## src/rtl/uart_tx_arbiter_if.sv

```systemverilog
// Bundle between the byte requesters, the arbiter and the UART TX.
// master: arbiter side (drives TX + acks); slave: requesters/TX side.
interface uart_tx_arbiter_if #(
  parameter int NUM_REQ    = 4,
  parameter int DATA_WIDTH = 8
);
  localparam int IDW = $clog2(NUM_REQ);

  logic [NUM_REQ-1:0]            req_valid;
  logic [NUM_REQ*DATA_WIDTH-1:0] req_data;
  logic [NUM_REQ-1:0]            req_par_en;
  logic [NUM_REQ-1:0]            req_ack;
  logic                          tx_busy;
  logic [DATA_WIDTH-1:0]         tx_data;
  logic                          tx_data_valid;
  logic                          tx_par_en;
  logic [IDW-1:0]                grant_id;
  logic                          arb_busy;
  logic                          tx_err;

  modport master (
    input  req_valid, req_data, req_par_en, tx_busy,
    output req_ack, tx_data, tx_data_valid, tx_par_en,
    output grant_id, arb_busy, tx_err
  );

  modport slave (
    output req_valid, req_data, req_par_en, tx_busy,
    input  req_ack, tx_data, tx_data_valid, tx_par_en,
    input  grant_id, arb_busy, tx_err
  );
endinterface

```

## src/rtl/uart_tx_arbiter.sv

```systemverilog
// Round-robin arbiter sharing one UART TX between NUM_REQ requesters.
// Ports: clk, rst (async active-low), bus (uart_tx_arbiter_if.master).
// Optional: define UART_TX_GAP_EN to insert GAP_CYCLES idle cycles
// between frames (GAP_CYCLES=0 behaves as undefined).
module uart_tx_arbiter #(
  parameter int NUM_REQ    = 4,
  parameter int DATA_WIDTH = 8,
  parameter int START_TO   = 4,
  parameter int GAP_CYCLES = 2
) (
  input logic clk,
  input logic rst,
  uart_tx_arbiter_if.master bus
);
  localparam int IDW = $clog2(NUM_REQ);
  localparam int CW  = $clog2(START_TO + 1);
  localparam int GW  = $clog2(GAP_CYCLES + 2);
`ifdef UART_TX_GAP_EN
  localparam bit GapMacro = 1'b1;
`else
  localparam bit GapMacro = 1'b0;
`endif
  localparam bit GapEn = GapMacro && (GAP_CYCLES > 0);

  typedef enum logic [2:0] {
    IDLE, ISSUE, WAIT_START, WAIT_DONE, GAP
  } state_e;

  state_e                state_q, state_d;
  logic [IDW-1:0]        ptr_q, ptr_d;
  logic [IDW-1:0]        gid_q, gid_d;
  logic [DATA_WIDTH-1:0] data_q, data_d;
  logic                  par_q, par_d;
  logic [CW-1:0]         scnt_q, scnt_d;
  logic [GW-1:0]         gcnt_q, gcnt_d;
  logic                  err_q, err_d;

  logic [IDW-1:0]        win;
  logic                  found;
  int                    idx;

  // Scan from the pointer upward; wrap by compare so
  // non-power-of-two NUM_REQ never aliases.
  always_comb begin
    win   = '0;
    found = 1'b0;
    idx   = 0;
    for (int k = 0; k < NUM_REQ; k++) begin
      idx = int'(ptr_q) + k;
      if (idx >= NUM_REQ) idx = idx - NUM_REQ;
      if (!found && bus.req_valid[IDW'(idx)]) begin
        win   = IDW'(idx);
        found = 1'b1;
      end
    end
  end

  always_comb begin
    state_d = state_q;
    ptr_d   = ptr_q;
    gid_d   = gid_q;
    data_d  = data_q;
    par_d   = par_q;
    scnt_d  = scnt_q;
    gcnt_d  = gcnt_q;
    err_d   = 1'b0;
    unique case (state_q)
      IDLE: begin
        if (found && !bus.tx_busy) begin
          state_d = ISSUE;
          gid_d   = win;
          data_d  = bus.req_data[int'(win)*DATA_WIDTH +: DATA_WIDTH];
          par_d   = bus.req_par_en[win];
        end
      end
      ISSUE: begin
        ptr_d   = (gid_q == IDW'(NUM_REQ - 1)) ? '0 : gid_q + 1'b1;
        scnt_d  = '0;
        state_d = WAIT_START;
      end
      WAIT_START: begin
        if (bus.tx_busy) begin
          state_d = WAIT_DONE;
        end else if (scnt_q == CW'(START_TO - 1)) begin
          // Frame lost; the ack was already given in ISSUE.
          scnt_d  = '0;
          err_d   = 1'b1;
          state_d = IDLE;
        end else begin
          scnt_d = scnt_q + 1'b1;
        end
      end
      WAIT_DONE: begin
        if (!bus.tx_busy) begin
          if (GapEn) begin
            gcnt_d  = '0;
            state_d = GAP;
          end else begin
            state_d = IDLE;
          end
        end
      end
      GAP: begin
        if (gcnt_q == GW'(GAP_CYCLES - 1)) begin
          gcnt_d  = '0;
          state_d = IDLE;
        end else begin
          gcnt_d = gcnt_q + 1'b1;
        end
      end
      default: state_d = IDLE;
    endcase
  end

  always_ff @(posedge clk or negedge rst) begin
    if (!rst) begin
      state_q <= IDLE;
      ptr_q   <= '0;
      gid_q   <= '0;
      data_q  <= '0;
      par_q   <= 1'b0;
      scnt_q  <= '0;
      gcnt_q  <= '0;
      err_q   <= 1'b0;
    end else begin
      state_q <= state_d;
      ptr_q   <= ptr_d;
      gid_q   <= gid_d;
      data_q  <= data_d;
      par_q   <= par_d;
      scnt_q  <= scnt_d;
      gcnt_q  <= gcnt_d;
      err_q   <= err_d;
    end
  end

  assign bus.tx_data_valid = (state_q == ISSUE);
  assign bus.req_ack       = (state_q == ISSUE)
                           ? (NUM_REQ'(1) << gid_q) : '0;
  assign bus.tx_data       = data_q;
  assign bus.tx_par_en     = par_q;
  assign bus.grant_id      = gid_q;
  assign bus.arb_busy      = (state_q != IDLE);
  assign bus.tx_err        = err_q;
endmodule

```

## src/flat_wrapper.sv

```systemverilog
// flat-port wrapper written by rule: the top's interface ports become plain ports
module uart_tx_arbiter_flat 
#(
  parameter int NUM_REQ    = 4,
  parameter int DATA_WIDTH = 8,
  parameter int START_TO   = 4,
  parameter int GAP_CYCLES = 2
)
  (clk, rst, bus_req_valid, bus_req_data, bus_req_par_en, bus_tx_busy, bus_req_ack, bus_tx_data, bus_tx_data_valid, bus_tx_par_en, bus_grant_id, bus_arb_busy, bus_tx_err);
  uart_tx_arbiter_if #(.NUM_REQ(NUM_REQ), .DATA_WIDTH(DATA_WIDTH)) bus_i ();
  input logic clk;
  input logic rst;
  input wire logic [$bits(bus_i.req_valid)-1:0] bus_req_valid;
  input wire logic [$bits(bus_i.req_data)-1:0] bus_req_data;
  input wire logic [$bits(bus_i.req_par_en)-1:0] bus_req_par_en;
  input wire logic [$bits(bus_i.tx_busy)-1:0] bus_tx_busy;
  output wire logic [$bits(bus_i.req_ack)-1:0] bus_req_ack;
  output wire logic [$bits(bus_i.tx_data)-1:0] bus_tx_data;
  output wire logic [$bits(bus_i.tx_data_valid)-1:0] bus_tx_data_valid;
  output wire logic [$bits(bus_i.tx_par_en)-1:0] bus_tx_par_en;
  output wire logic [$bits(bus_i.grant_id)-1:0] bus_grant_id;
  output wire logic [$bits(bus_i.arb_busy)-1:0] bus_arb_busy;
  output wire logic [$bits(bus_i.tx_err)-1:0] bus_tx_err;
  assign bus_i.req_valid = bus_req_valid;
  assign bus_i.req_data = bus_req_data;
  assign bus_i.req_par_en = bus_req_par_en;
  assign bus_i.tx_busy = bus_tx_busy;
  assign bus_req_ack = bus_i.req_ack;
  assign bus_tx_data = bus_i.tx_data;
  assign bus_tx_data_valid = bus_i.tx_data_valid;
  assign bus_tx_par_en = bus_i.tx_par_en;
  assign bus_grant_id = bus_i.grant_id;
  assign bus_arb_busy = bus_i.arb_busy;
  assign bus_tx_err = bus_i.tx_err;
  uart_tx_arbiter #(.NUM_REQ(NUM_REQ), .DATA_WIDTH(DATA_WIDTH), .START_TO(START_TO), .GAP_CYCLES(GAP_CYCLES)) u_core (.clk(clk), .rst(rst), .bus(bus_i));
endmodule
```

## config.mk

```make
export PLATFORM = sky130hd
export DESIGN_NAME = uart_tx_arbiter_flat
export DESIGN_NICKNAME = d
export VERILOG_FILES = /design/src/rtl/uart_tx_arbiter_if.sv /design/src/rtl/uart_tx_arbiter.sv /design/src/flat_wrapper.sv
export SDC_FILE = /design/constraint.sdc
export NUM_CORES = 1
export LEC_CHECK = 0
export CAP_MARGIN = 30
export CELL_PAD_IN_SITES_DETAIL_PLACEMENT = 0
export CELL_PAD_IN_SITES_GLOBAL_PLACEMENT = 1
export CORE_UTILIZATION = 30
export CTS_CLUSTER_SIZE = 30
export DETAILED_ROUTE_END_ITERATION = 6
export PLACE_DENSITY = 0.89
export SLEW_MARGIN = 20
export SYNTH_ARGS = -nofsm -noshare
export SYNTH_HDL_FRONTEND = slang
export SYNTH_SLANG_ARGS = --single-unit
```

## constraint.sdc

```tcl
create_clock -name clk -period 2.4 [get_ports clk]
set_clock_uncertainty 0.2 [all_clocks]
set_input_delay 0.36 -clock clk [delete_from_list [all_inputs] [get_ports clk]]
set_output_delay 0.36 -clock clk [all_outputs]
set_load 0.05 [all_outputs]
```

# Word level (Yosys, flattened, before mapping)
# Index checks and enable logic that the tools add are counted.
[classes] n_eq_ne=12 n_div=0 n_bitwise=0 n_lt_le_gt_ge=9 n_mul=0 add_sub_neg=10 shifts=2 muxes=41 n_reduce_logical=14
[op_table] op="32-bit by 6-bit variable part select with 8-bit output" count=1
[op_table] op="3-bit two-way mux" count=7
[op_table] op="2-bit two-way mux" count=10
[op_table] op="2-bit by 4-bit less-than comparator with 1-bit output, second input constant" count=4
[op_table] op="1-bit two-way mux" count=16
[op_table] op="3-bit one-hot mux with 5 select lines" count=1
[op_table] op="1-bit binary-select mux with 2-bit select" count=5
[op_table] op="3-bit by 2-bit == test with 1-bit output, second input constant" count=3
[op_table] op="3-bit >= comparator, second input constant" count=3
[op_table] op="2-bit by 1-bit subtractor with 2-bit output, second input constant" count=4
[op_table] op="2-bit by 2-bit adder with 3-bit output, second input constant" count=2
[op_table] op="3-bit one-hot mux with 2 select lines" count=1
[op_table] op="2-bit by 1-bit adder with 2-bit output, second input constant" count=2
[op_table] op="1-bit logical AND" count=4
[op_table] op="1-bit logical NOT" count=4
[op_table] op="4-bit two-way mux" count=1
[op_table] op="2-bit by 1-bit inequality test with 1-bit output, second input constant" count=2
[op_table] op="2-bit inequality test, second input constant" count=2
[op_table] op="2-bit AND reduction" count=2
[op_table] op="4-bit AND reduction" count=1
[op_table] op="1-bit by 2-bit left shift with 4-bit output, first input constant" count=1
[op_table] op="2-bit by 1-bit adder with 3-bit output, second input constant" count=1
[op_table] op="3-bit by 1-bit adder with 3-bit output, second input constant" count=1
[op_table] op="3-bit by 1-bit == test with 1-bit output, second input constant" count=1
[op_table] op="other kinds (9)" count=9
[word_totals] word_cells=96 reg_bits=22 latchBits=0 memories=0 mem_bits_ro=0 output_inout_bits=18 input_bits=43 ram_bits=0

# Longest topological paths before layout
[logic_depth] word_depth=18 ltp_mapped=7 depth_no_buf=5

# Least setup slack after synthesis
# OpenSTA, ideal clock, no wires.
[synth_path] path_kind="reg-to-output" start="reg u_core.state_q[1]" end="out bus_req_ack[0]" setup_slack_ns=0.229 path_stages_with_launch=6 t_required_ns=1.840 path_buffers=1 arrival_time_ns=1.611 path_cell_list="dfrtp_1 clkbuf_1 inv_1 nand2_1 inv_1 and2_1"
[synth_between] elab_chain_cells=2
[synth_rtl] item="from (decl)" line_no="uart_tx_arbiter.sv:29" text="state_e state_q, state_d;"
[synth_rtl] item="from (signal assigned)" line_no="uart_tx_arbiter.sv:126" text="state_q <= state_d;"
[synth_rtl] item="3-bit by 1-bit == test with 1-bit output"
[synth_rtl] item="named net bus_tx_data_valid" line_no="flat_wrapper.sv:19" text="output wire logic [$bits(bus_i.tx_data_valid)-1:0] bus_tx_data_valid;"
[synth_rtl] item="4-bit two-way mux" line_no="uart_tx_arbiter.sv:139" text="? (NUM_REQ'(1) << gid_q) : '0;"
[synth_rtl] item="to (decl)" line_no="flat_wrapper.sv:17" text="output wire logic [$bits(bus_i.req_ack)-1:0] bus_req_ack;"
# The timed path passes the listed nets, and every way through them passes these cells.

# Worst setup path after layout
[layout_path] start="reg u_core.state_q[0]" end="out bus_arb_busy"
[layout_between] elab_chain_cells=1
[layout_rtl] item="3-bit nonzero test" line_no="uart_tx_arbiter.sv:143" text="assign bus.arb_busy = (state_q != IDLE);"
[layout_rtl] item="to (decl)" line_no="flat_wrapper.sv:22" text="output wire logic [$bits(bus_i.arb_busy)-1:0] bus_arb_busy;"
# Every way passes these cells.

==> results.toml <==
[logic_synthesis]
synth.largest_area_cell = "dfrtp_1"
yosys_warnings = 0
synth_top_area_share_pct = 36.2
yosys-top-cells-area = "dfrtp_1 36%, mux2i_1 6.9%, and4_1 6.0%"
synth_commonest_cells = "19 x dfrtp_1, 19 x nand2_1"
ys_ff_latch = 19
synth.net_count = 186
synth_ff_type = "dfrtp_1"
syn-mean-instance-area_um2 = 9.52
synth_edf_count = 0
syn_inst = 138
yosysSeqAreaShare_pct = 36.2
synth_area_mm2 = 0.00131
ys_async_sr_fraction_pct = 100
synth.distinct_cells = 36

[final_layout]
layout.nets = 252
post_route_cells_drive_above_1_share_pct = 11.8
synthToLayoutAreaGrowth_pct = 58.7
design_area_mm2 = 0.00208
final_cell_count_no_fill = 253
insertedDiodeCount = 0

[critical_path]
required_ps = 1840
rrSetupSlack_ps = 420
worstSetupPathType = "flop to primary output"
crit_fanout = 7
worstPathArrival_ps = 1690
critPathCaptureType = "primary output"
setup.worst_path.start_class = "flop"

[floorplanning]
dieArea_mm2 = 0.00465
die_w_um = 68.2
pin_count = 61
core_area_mm2 = 0.00412
die_h_um = 68.2
rows = 23
start_util_pct = 31.9

[timing]
rsz0062_at_grt = "false"
relSlewSlack_pct = 52.9
worst_slew_pin_slew_ps = 699
final-hold-violation-count = 0
report.final.slew_viol_count = 0
period_minus_slack_ps = 2250
fin_crit_sh_pct = 93.6
setup_viol = 0
setup_tns_ps = 0
fmax_ghz = 0.445

[clock_network]
clkSlewWorstSetupHoldPaths_ps = 70
cts-resized-gates = 0
cts_htree_levels = 1
cts.path.max_buffers = 2
post_cts_buffers = 0
cts_hold_buf = 0
cts_tree = "yes"
worstSkewPairLatency_ps = 250
cts_sinks = 19
cts_buffers = 3
cts-root-buf = "clkbuf_8"

[place]
portBuffers = 60
dpl.cell_count = 249
gp_congestion = 0.878
dpl_cell_area_mm2 = 0.00204
hpwl_um = 2790

[job]
maxCapViolCount = 0

[outcome]
status = "completed"

[grt]
grt_pass1_vias = 1128
grt_max_degree = 20
grt_pass1_wl_um = 5180
antenna_found_initial = 0
track_usage_pct = 14.8
grt_overflow = 0

[power_and_ir_drop]
finalPower_w = 0.00219
p_leak_nw = 0.886
powerDensity_mw_per_mm2 = 1050
vdd_drop_max_mv = 0.351

[min_path]
hold_class = "input port to asynchronous set/reset pin"

[detailed_routing]
via_per_inst = 4.90
drt_iter0_drc = 76
post-route-drc-count = 0
wl_met2_um = 1490
dr.max_layer_used = "met4"
antenna_left = 0
route.layer.met1.wl_um = 1710
vias = 1240
first_pass_iters = 4
wirelength_um = 3410
wire_per_inst_um = 13.5
met3WireLength_um = 138
[state kept, by name (all words and copies together) (netlist names)]
name and count:
u_core.bus.grant_id 2, u_core.bus.tx_data 8, u_core.bus.tx_err 1, u_core.bus.tx_par_en 1
u_core.ptr_q 2, u_core.scnt_q 3, u_core.state_q 2
[per-layer routing]
metal / vias to the layer above / GRT usage, %
met2: 30 / 22.3
li1: 640 / -
met4: 0 / 4.43
met3: 6 / 2.00
met5: - / 0
met1: 564 / 21.7
[final cells by class]
type | instances | area [µm²]
well taps | 50 | 62.6
multi-input cells | 109 | 786
repair buffers | 66 | 696
clock buffers | 3 | 41.3
fillers | 388 | 2030
flip-flops and latches | 19 | 475
clock inverters | 1 | 5.00
inverters | 5 | 18.8
[power breakdown]
| group | total, W | internal (W) | switching, W |
|---|---|---|---|
| clock network | 0.000212 | 0.000115 | 0.0000973 |
| logic | 0.00141 | 0.000580 | 0.000832 |
| registers | 0.000565 | 0.000451 | 0.000115 |
| total | 0.00219 | 0.00115 | 0.00104 |
[final timing paths]
| path | startpoint | to | cells past startpoint |
|---|---|---|---|
| setup / recovery | u_core.state_q[0] | bus_arb_busy | 2 |
| hold / removal | rst | u_core.bus.tx_data[5] | 2 |
| setup reg to reg | u_core.ptr_q[1] | u_core.bus.tx_data[7] | 5 |
| hold reg to reg | u_core.bus.tx_data[1] | u_core.bus.tx_data[1] | 2 |
| max in group asynchronous | rst | u_core.bus.tx_par_en | 2 |
| min in group clk | u_core.bus.tx_data[1] | u_core.bus.tx_data[1] | 2 |
[kinds of logic after synthesis]
family          Yosys count  synth area share [%]
simple gates             52                  23.7
compound gates           42                  23.6
flops                    19                  36.2
buf+inv                  10                  4.00
mux                      10                  7.71
fa+ha+maj                 5                  4.76
[critical path, cell delays in order, from the launching register on]
cell and delay, ps:
dfrtp_1 450, or2_2 290, clkdlybuf4s50_1 700
[layout by cell type (no fill, tap or decap), drive strengths merged, types with 2 or more instances in the layout]
cell            n
o21ai          13
clkbuf          3
nor3b           2
ha              5
nor2            5
clkdlybuf4s50  55
a21o            2
dfrtp          19
nand3           2
nor2b           2
nor3            3
and2            4
or2             3
o211ai          9
buf            11
mux2i           9
inv             5
and4            9
nand2b          3
a21oi           2
o31a            9
nand2          19
[metrics by stage]
step / hold WS [ps] / setup WS [ps] / utilization [%]
after floorplan: -136 / 229 / -
after global placement: 279 / 76.4 / 49.5
after detailed placement: 294 / 63.5 / 49.5
after CTS: 245 / 153 / 50.7
after global routing: 255 / 84.8 / 50.7
final: 240 / 153 / 50.7
Power figures use the tool's default switching activity.
